### src/rtl/carrier_wipeoff_integrator.sv
// Carrier and code wipeoff followed by an integrate-and-dump stage.
// Each enabled sample is mixed with the 1-bit LO pair and prompt PRN chip.
// The +/-1 products are summed into symmetric saturating accumulators and
// dumped to the tracking loops after a programmable number of samples.
module carrier_wipeoff_integrator #(
   parameter int ACC_W = 16,
   parameter int LEN_W = 14
) (
   input  logic                    clk,
   input  logic                    rst,
   input  logic                    en,
   input  logic                    if_bit,
   input  logic                    lo_i,
   input  logic                    lo_q,
   input  logic                    code_bit,
   input  logic                    start,
   input  logic                    stop,
   input  logic                    continuous,
   input  logic [LEN_W-1:0]        dump_len,
   output logic                    busy,
   output logic signed [ACC_W-1:0] i_sum,
   output logic signed [ACC_W-1:0] q_sum,
   output logic                    dump_valid,
   output logic                    sat
);

   typedef enum logic {IDLE, RUN} state_t;

   localparam logic signed [ACC_W:0] POS_LIM  = (ACC_W+1)'(2**(ACC_W-1) - 1);
   localparam logic signed [ACC_W:0] NEG_LIM  = -POS_LIM;
   localparam logic signed [ACC_W:0] STEP_POS = (ACC_W+1)'(1);
   localparam logic signed [ACC_W:0] STEP_NEG = (ACC_W+1)'(-1);

   // True when a widened sum lies outside the symmetric accumulator range.
   function automatic logic out_of_range(input logic signed [ACC_W:0] x);
      return (x > POS_LIM) || (x < NEG_LIM);
   endfunction

   // Clamp a widened sum back into the symmetric accumulator range.
   function automatic logic signed [ACC_W-1:0] clamp(input logic signed [ACC_W:0] x);
      logic signed [ACC_W:0] y;
      if (x > POS_LIM)      y = POS_LIM;
      else if (x < NEG_LIM) y = NEG_LIM;
      else                  y = x;
      return y[ACC_W-1:0];
   endfunction

   state_t                  state_q, state_d;
   logic signed [ACC_W-1:0] acc_i_q, acc_i_d;
   logic signed [ACC_W-1:0] acc_q_q, acc_q_d;
   logic [LEN_W-1:0]        cnt_q, cnt_d;
   logic [LEN_W-1:0]        len_q, len_d;
   logic                    sticky_q, sticky_d;
   logic signed [ACC_W-1:0] i_sum_q, i_sum_d;
   logic signed [ACC_W-1:0] q_sum_q, q_sum_d;
   logic                    sat_q, sat_d;
   logic                    dump_valid_q, dump_valid_d;

   logic signed [ACC_W:0]   sum_i_w, sum_q_w;
   logic                    sat_now;
   logic                    terminal;

   // Wipeoff products (XOR of +/-1 bits) added to the widened accumulators.
   always_comb begin
      sum_i_w  = $signed({acc_i_q[ACC_W-1], acc_i_q})
               + ((if_bit ^ lo_i ^ code_bit) ? STEP_POS : STEP_NEG);
      sum_q_w  = $signed({acc_q_q[ACC_W-1], acc_q_q})
               + ((if_bit ^ lo_q ^ code_bit) ? STEP_POS : STEP_NEG);
      sat_now  = out_of_range(sum_i_w) || out_of_range(sum_q_w);
      terminal = (state_q == RUN) && en && (cnt_q == len_q - LEN_W'(1));
   end

   // Next-state logic for the IDLE/RUN controller and the integrators.
   always_comb begin
      state_d      = state_q;
      acc_i_d      = acc_i_q;
      acc_q_d      = acc_q_q;
      cnt_d        = cnt_q;
      len_d        = len_q;
      sticky_d     = sticky_q;
      i_sum_d      = i_sum_q;
      q_sum_d      = q_sum_q;
      sat_d        = sat_q;
      dump_valid_d = 1'b0;
      case (state_q)
         IDLE: begin
            // stop has priority over start; a zero length is never started
            if (!stop && start && (dump_len != '0)) begin
               len_d    = dump_len;
               acc_i_d  = '0;
               acc_q_d  = '0;
               cnt_d    = '0;
               sticky_d = 1'b0;
               state_d  = RUN;
            end
         end
         RUN: begin
            if (terminal) begin
               // the final sample is folded straight into the dumped sums
               i_sum_d      = clamp(sum_i_w);
               q_sum_d      = clamp(sum_q_w);
               sat_d        = sticky_q || sat_now;
               dump_valid_d = 1'b1;
               acc_i_d      = '0;
               acc_q_d      = '0;
               cnt_d        = '0;
               sticky_d     = 1'b0;
               if (stop || !continuous) state_d = IDLE;
            end else if (stop) begin
               acc_i_d  = '0;
               acc_q_d  = '0;
               cnt_d    = '0;
               sticky_d = 1'b0;
               state_d  = IDLE;
            end else if (en) begin
               acc_i_d  = clamp(sum_i_w);
               acc_q_d  = clamp(sum_q_w);
               cnt_d    = cnt_q + LEN_W'(1);
               sticky_d = sticky_q || sat_now;
            end
         end
         default: state_d = IDLE;
      endcase
   end

   // State and datapath registers with asynchronous active-low reset.
   always_ff @(posedge clk or negedge rst) begin
      if (!rst) begin
         state_q      <= IDLE;
         acc_i_q      <= '0;
         acc_q_q      <= '0;
         cnt_q        <= '0;
         len_q        <= '0;
         sticky_q     <= 1'b0;
         i_sum_q      <= '0;
         q_sum_q      <= '0;
         sat_q        <= 1'b0;
         dump_valid_q <= 1'b0;
      end else begin
         state_q      <= state_d;
         acc_i_q      <= acc_i_d;
         acc_q_q      <= acc_q_d;
         cnt_q        <= cnt_d;
         len_q        <= len_d;
         sticky_q     <= sticky_d;
         i_sum_q      <= i_sum_d;
         q_sum_q      <= q_sum_d;
         sat_q        <= sat_d;
         dump_valid_q <= dump_valid_d;
      end
   end

   assign busy       = (state_q == RUN);
   assign i_sum      = i_sum_q;
   assign q_sum      = q_sum_q;
   assign sat        = sat_q;
   assign dump_valid = dump_valid_q;

endmodule

### config.mk
export PLATFORM = sky130hd
export DESIGN_NAME = carrier_wipeoff_integrator
export DESIGN_NICKNAME = d
export VERILOG_FILES = /design/src/rtl/carrier_wipeoff_integrator.sv
export SDC_FILE = /design/constraint.sdc
export NUM_CORES = 1
export LEC_CHECK = 0
export ABC_AREA = 1
export BUFFER_PORTS_ARGS = -buffer_cell sky130_fd_sc_hd__buf_2
export CORE_UTILIZATION = 35
export DETAILED_ROUTE_END_ITERATION = 16
export MAX_ROUTING_LAYER = met4
export PLACE_DENSITY_LB_ADDON = 0.12
export SYNTH_ARGS = -nofsm -noshare
export SYNTH_HDL_FRONTEND = slang
export SYNTH_SLANG_ARGS = --single-unit
### constraint.sdc
create_clock -name clk -period 3.3 [get_ports clk]
set_clock_uncertainty 0.15 [all_clocks]
set_input_delay 0.66 -clock clk [delete_from_list [all_inputs] [get_ports clk]]
set_output_delay 0.66 -clock clk [all_outputs]
set_load 0.02 [all_outputs]
==> parameters.txt <==
Parameter                              Value

Yosys
  Share of the synthesized area in the top cell type    32.7%
  Register area share after synthesis    32.7%
  Dominant cells by area after synthesis    sky130_fd_sc_hd__dfrtp_1, sky130_fd_sc_hd__nand2_1, sky130_fd_sc_hd__nor2_1, sky130_fd_sc_hd__nand3_1, sky130_fd_sc_hd__nand2_2
  Count of flip-flops with a built-in enable after synthesis    0
  Library cells used by synthesis    44
  Number of warning messages in the yosys log    0
  Cell type contributing the most total cell area after synthesis    sky130_fd_sc_hd__dfrtp_1
  Predominant post-synthesis flop cell    sky130_fd_sc_hd__dfrtp_1
  Synthesized netlist cell count    1,087
  Post-Synthesis Mean Instance Area    6.75 um^2
  Summed instance area of the synthesized netlist    7340 um^2
  Net Count, Synth    around 1.1k
  Proportion of synthesized flip-flops having asynchronous set or reset    100%
  Flop and latch count out of synthesis    96

Cells and area
  Total area of multi-input combinational cells    between 4000 and 5000 um^2
  Layout filler cell count    2,153
  Final core area utilization    45.0%
  Final layout net count    1,276
  Fraction of layout instances using a drive strength above 1    26.1%
  Sequential cell area    2400 um^2
  Number of cells in the finished layout apart from fillers    around 1.5k
  Layout area overhead    24.8%

Worst setup path
  Arrival time worst endpoint    3.20 ns
  Critical path peak fanout    8
  Required @ worst endpoint    3.42 ns
  Kind of capture point of the worst setup path    flip-flop
  Critical path launch point type    input pin
  Category of the critical setup timing path    in -> reg
  Worst-case reg-to-reg path depth    14

Timing
  Final hold viol count    0
  Measured slew at the worst slew-check pin    0.875 ns
  Fmax    approximately 320 MHz
  Portion of the clock cycle consumed by the worst path in the final layout    93.4%
  Total Neg Setup Slack    0 ns
  Tmin final    3.08 ns
  Number of setup violations in the final report    0
  Number of max-slew violations in the final report    0
  Normalized max-slew margin    40.9%

Power
  Static power due to leakage    approximately 4.6 nW
  Power Dens Cells    roughly 770 nW/um^2
  Worst-case vdd ir drop    0.265 mV

Placement
  DP HPWL    between 15,000 and 20,000 um
  Final estimated routing congestion in global placement    0.932
  Port Buffer Count    58
  # placed instances    1,501

Floorplanning
  Total number of placement rows    52
  Core Footprint    20,400 um^2
  Chip Width    147 um
  # IOs    59
  Total die area    21,500 um^2
  Initial standard-cell utilization of the core    between 30% and 40%
  Y dimension of the die    147 um

Job
  Max cap viols    0

GRT
  Pin count of the biggest net entering global routing    57
  Remaining global-route overflow    0
  Via count of the first global-routing pass    ~7.1k
  Antenna violations before repair    2
  Overall track demand over capacity in global routing    21.6%
  Global-route wire length before repair    35,800 um

Detailed routing
  Sum of met3 wire segment lengths after detailed routing    899 um
  Vias post-DR    7,365
  Detailed Route WL    21,900 um
  DR vias/cell    4.84
  Number of remaining DRC errors    0
  Length of routed met2 wiring    10,300 um
  Top routing layer used    met4
  Count of antenna-violating nets left after detailed routing    0
  First DRT Iteration DRCs    between 400 and 500
  M1 wire length    between 10,000 and 15,000 um
  First-pass iteration count of the detailed router    4
  Routed len/inst    14.4 um

CTS
  Clock-pin slew of the registers on the worst-case setup and hold paths    0.07 ns
  Clock H-tree levels    3
  Clock Path Buffers    2
  Worst-skew pair later-pin latency    roughly 0.36 ns
  TritonCTS clock tree    built
  Master cell of the clock root buffer    sky130_fd_sc_hd__clkbuf_16
  CTS buffer count    9
  Hold-fix buffers, CTS    0
  CTS Sinks    96

Status
  Outcome    completed

Min path
  Path class of the lowest-slack min-delay path    in -> async
==> worst paths after layout <==
| path | start | endpoint | slack [ns] |
|---|---|---|---|
| worst max-delay path | if_bit | acc_i_q[6]$_DFFE_PN0P_ | 0.22 |
| worst min register to register | sticky_q$_DFFE_PN0P_ | sticky_q$_DFFE_PN0P_ | 0.36 |
| worst min-delay path | rst | acc_i_q[14]$_DFFE_PN0P_ | 0.16 |
| min in group clk | sticky_q$_DFFE_PN0P_ | sticky_q$_DFFE_PN0P_ | 0.36 |
| worst max register to register | acc_i_q[6]$_DFFE_PN0P_ | sticky_q$_DFFE_PN0P_ | 0.38 |
| max in group asynchronous | rst | cnt_q[2]$_DFFE_PN0P_ | 2.14 |
==> power by group <==
group | internal [W] | total [W] | switching (W) | leakage [nW]
logic | 0.00182 | 0.00445 | 0.00263 | 3.18
clock network | 0.000572 | 0.00105 | 0.000473 | 0.137
registers | 0.00137 | 0.00159 | 0.000220 | 1.30
==> layout by cell type (no fill, tap or decap), types with 3 or more instances in the layout <==
cell type / count
sky130_fd_sc_hd__a21oi_1: 11
sky130_fd_sc_hd__a31oi_1: 27
sky130_fd_sc_hd__a41oi_1: 10
sky130_fd_sc_hd__buf_12: 8
sky130_fd_sc_hd__buf_2: 57
sky130_fd_sc_hd__buf_4: 111
sky130_fd_sc_hd__clkbuf_16: 9
sky130_fd_sc_hd__clkbuf_8: 3
sky130_fd_sc_hd__clkinvlp_4: 3
sky130_fd_sc_hd__dfrtp_1: 96
sky130_fd_sc_hd__ha_1: 6
sky130_fd_sc_hd__inv_1: 99
sky130_fd_sc_hd__inv_2: 8
sky130_fd_sc_hd__nand2_1: 331
sky130_fd_sc_hd__nand2_2: 72
sky130_fd_sc_hd__nand2_4: 9
sky130_fd_sc_hd__nand3_1: 83
sky130_fd_sc_hd__nand3_2: 10
sky130_fd_sc_hd__nand3b_1: 6
sky130_fd_sc_hd__nand4_1: 8
sky130_fd_sc_hd__nor2_1: 110
sky130_fd_sc_hd__nor2_2: 17
sky130_fd_sc_hd__nor3_1: 19
sky130_fd_sc_hd__nor3_2: 3
sky130_fd_sc_hd__nor4_1: 8
sky130_fd_sc_hd__o21ai_0: 23
sky130_fd_sc_hd__o21ai_1: 26
sky130_fd_sc_hd__o22ai_1: 5
sky130_fd_sc_hd__o41ai_1: 12
sky130_fd_sc_hd__xnor2_1: 8
sky130_fd_sc_hd__xor2_1: 27
==> what timing repair did <==
item                                    in CTS  in global routing
endpoints found under the setup margin       0                 55
resized for setup                            0                 30
setup buffers                                0                  2
==> flip-flops by register name, summed over array words and instances, names as in the netlist <==
name	cells
acc_i_q	16
acc_q_q	16
i_sum	16
q_sum	16
cnt_q	14
len_q	14
busy	1
dump_valid	1
sat	1
sticky_q	1
==> area by class of cell <==
type	instances	area share (%)
Antenna cell	2	0.0546
Clock buffer	12	2.91
Clock inverter	4	0.301
Inverter	108	4.43
Multi-Input combinational cell	854	48.3
Sequential cell	96	26.2
Tap cell	270	3.69
Timing Repair Buffer	177	14.1
==> per-layer routing <==
metal / vias to the layer above / global-route usage [%]
li1: 3865 / -
met1: 3315 / 28.1
met2: 159 / 34.9
met3: 26 / 3.23
met4: 0 / 5.68
met5: - / -
==> through the flow <==
step           hold slack [ns]  instance area, um^2  total power [W]  worst slack (ns)
3_3_place_gp             0.333                 8710          0.00586            -0.166
4_1_cts                  0.186                 9010          0.00693             0.196
5_1_grt                  0.197                 9160          0.00770          -0.00699
6_report                 0.159                 9160          0.00709             0.219
3_5_place_dp             0.335                 8710          0.00587            -0.181
2_1_floorplan            0.214                 7340          0.00421             0.285
==> Yosys cell counts, types with 2 or more instances <==
cell type	count
sky130_fd_sc_hd__o32ai_1	2
sky130_fd_sc_hd__inv_2	7
sky130_fd_sc_hd__nand3_2	11
sky130_fd_sc_hd__nor3_1	20
sky130_fd_sc_hd__nand2_4	6
sky130_fd_sc_hd__and2_1	3
sky130_fd_sc_hd__buf_4	6
sky130_fd_sc_hd__o21ai_1	27
sky130_fd_sc_hd__a21oi_1	11
sky130_fd_sc_hd__or2_2	2
sky130_fd_sc_hd__inv_1	100
sky130_fd_sc_hd__xor2_1	27
sky130_fd_sc_hd__a41oi_1	10
sky130_fd_sc_hd__buf_6	12
sky130_fd_sc_hd__clkbuf_1	7
sky130_fd_sc_hd__o21ai_0	23
sky130_fd_sc_hd__nand2_1	345
sky130_fd_sc_hd__ha_1	6
sky130_fd_sc_hd__nand4_1	8
sky130_fd_sc_hd__nor3_2	2
sky130_fd_sc_hd__nor4_1	8
sky130_fd_sc_hd__nand3_1	84
sky130_fd_sc_hd__xnor2_1	8
sky130_fd_sc_hd__nor2_2	12
sky130_fd_sc_hd__o41ai_1	12
sky130_fd_sc_hd__a31oi_1	27
sky130_fd_sc_hd__o22ai_1	5
sky130_fd_sc_hd__dfrtp_1	96
sky130_fd_sc_hd__nand2_2	61
sky130_fd_sc_hd__nor2_1	115
sky130_fd_sc_hd__buf_2	6
sky130_fd_sc_hd__nand3b_1	6
==> worst max-delay path: stages <==
cell and delay [ns]:
sky130_fd_sc_hd__buf_2 0.13, sky130_fd_sc_hd__inv_2 0.06, sky130_fd_sc_hd__nand2_2 0.11, sky130_fd_sc_hd__nand3_2 0.10
sky130_fd_sc_hd__nand2_4 0.10, sky130_fd_sc_hd__nand2_1 0.06, sky130_fd_sc_hd__nand2_1 0.09, sky130_fd_sc_hd__inv_1 0.06
sky130_fd_sc_hd__ha_1 0.29, sky130_fd_sc_hd__or3_1 0.32, sky130_fd_sc_hd__nor2_1 0.13, sky130_fd_sc_hd__nand3_1 0.10
sky130_fd_sc_hd__nor2_1 0.10, sky130_fd_sc_hd__nand2_1 0.05, sky130_fd_sc_hd__nor2_1 0.14, sky130_fd_sc_hd__nand3_1 0.11
sky130_fd_sc_hd__nand2_2 0.09, sky130_fd_sc_hd__nand2_4 0.10, sky130_fd_sc_hd__buf_4 0.16, sky130_fd_sc_hd__nand2_1 0.09
sky130_fd_sc_hd__nand2_1 0.06, sky130_fd_sc_hd__o21ai_1 0.09
==> cells by family after synthesis <==
kind of cell,after synthesis,share of synthesized area [%]
xor gates and xnor gates,36,4.40
buffers and inverters,139,8.75
DFF,96,32.7
adders and majority gates,6,1.02
and+or+nand+nor,687,42.4
AOI/OAI and AO/OA,123,10.7
Note: power is estimated with default switching activity, not from simulation.
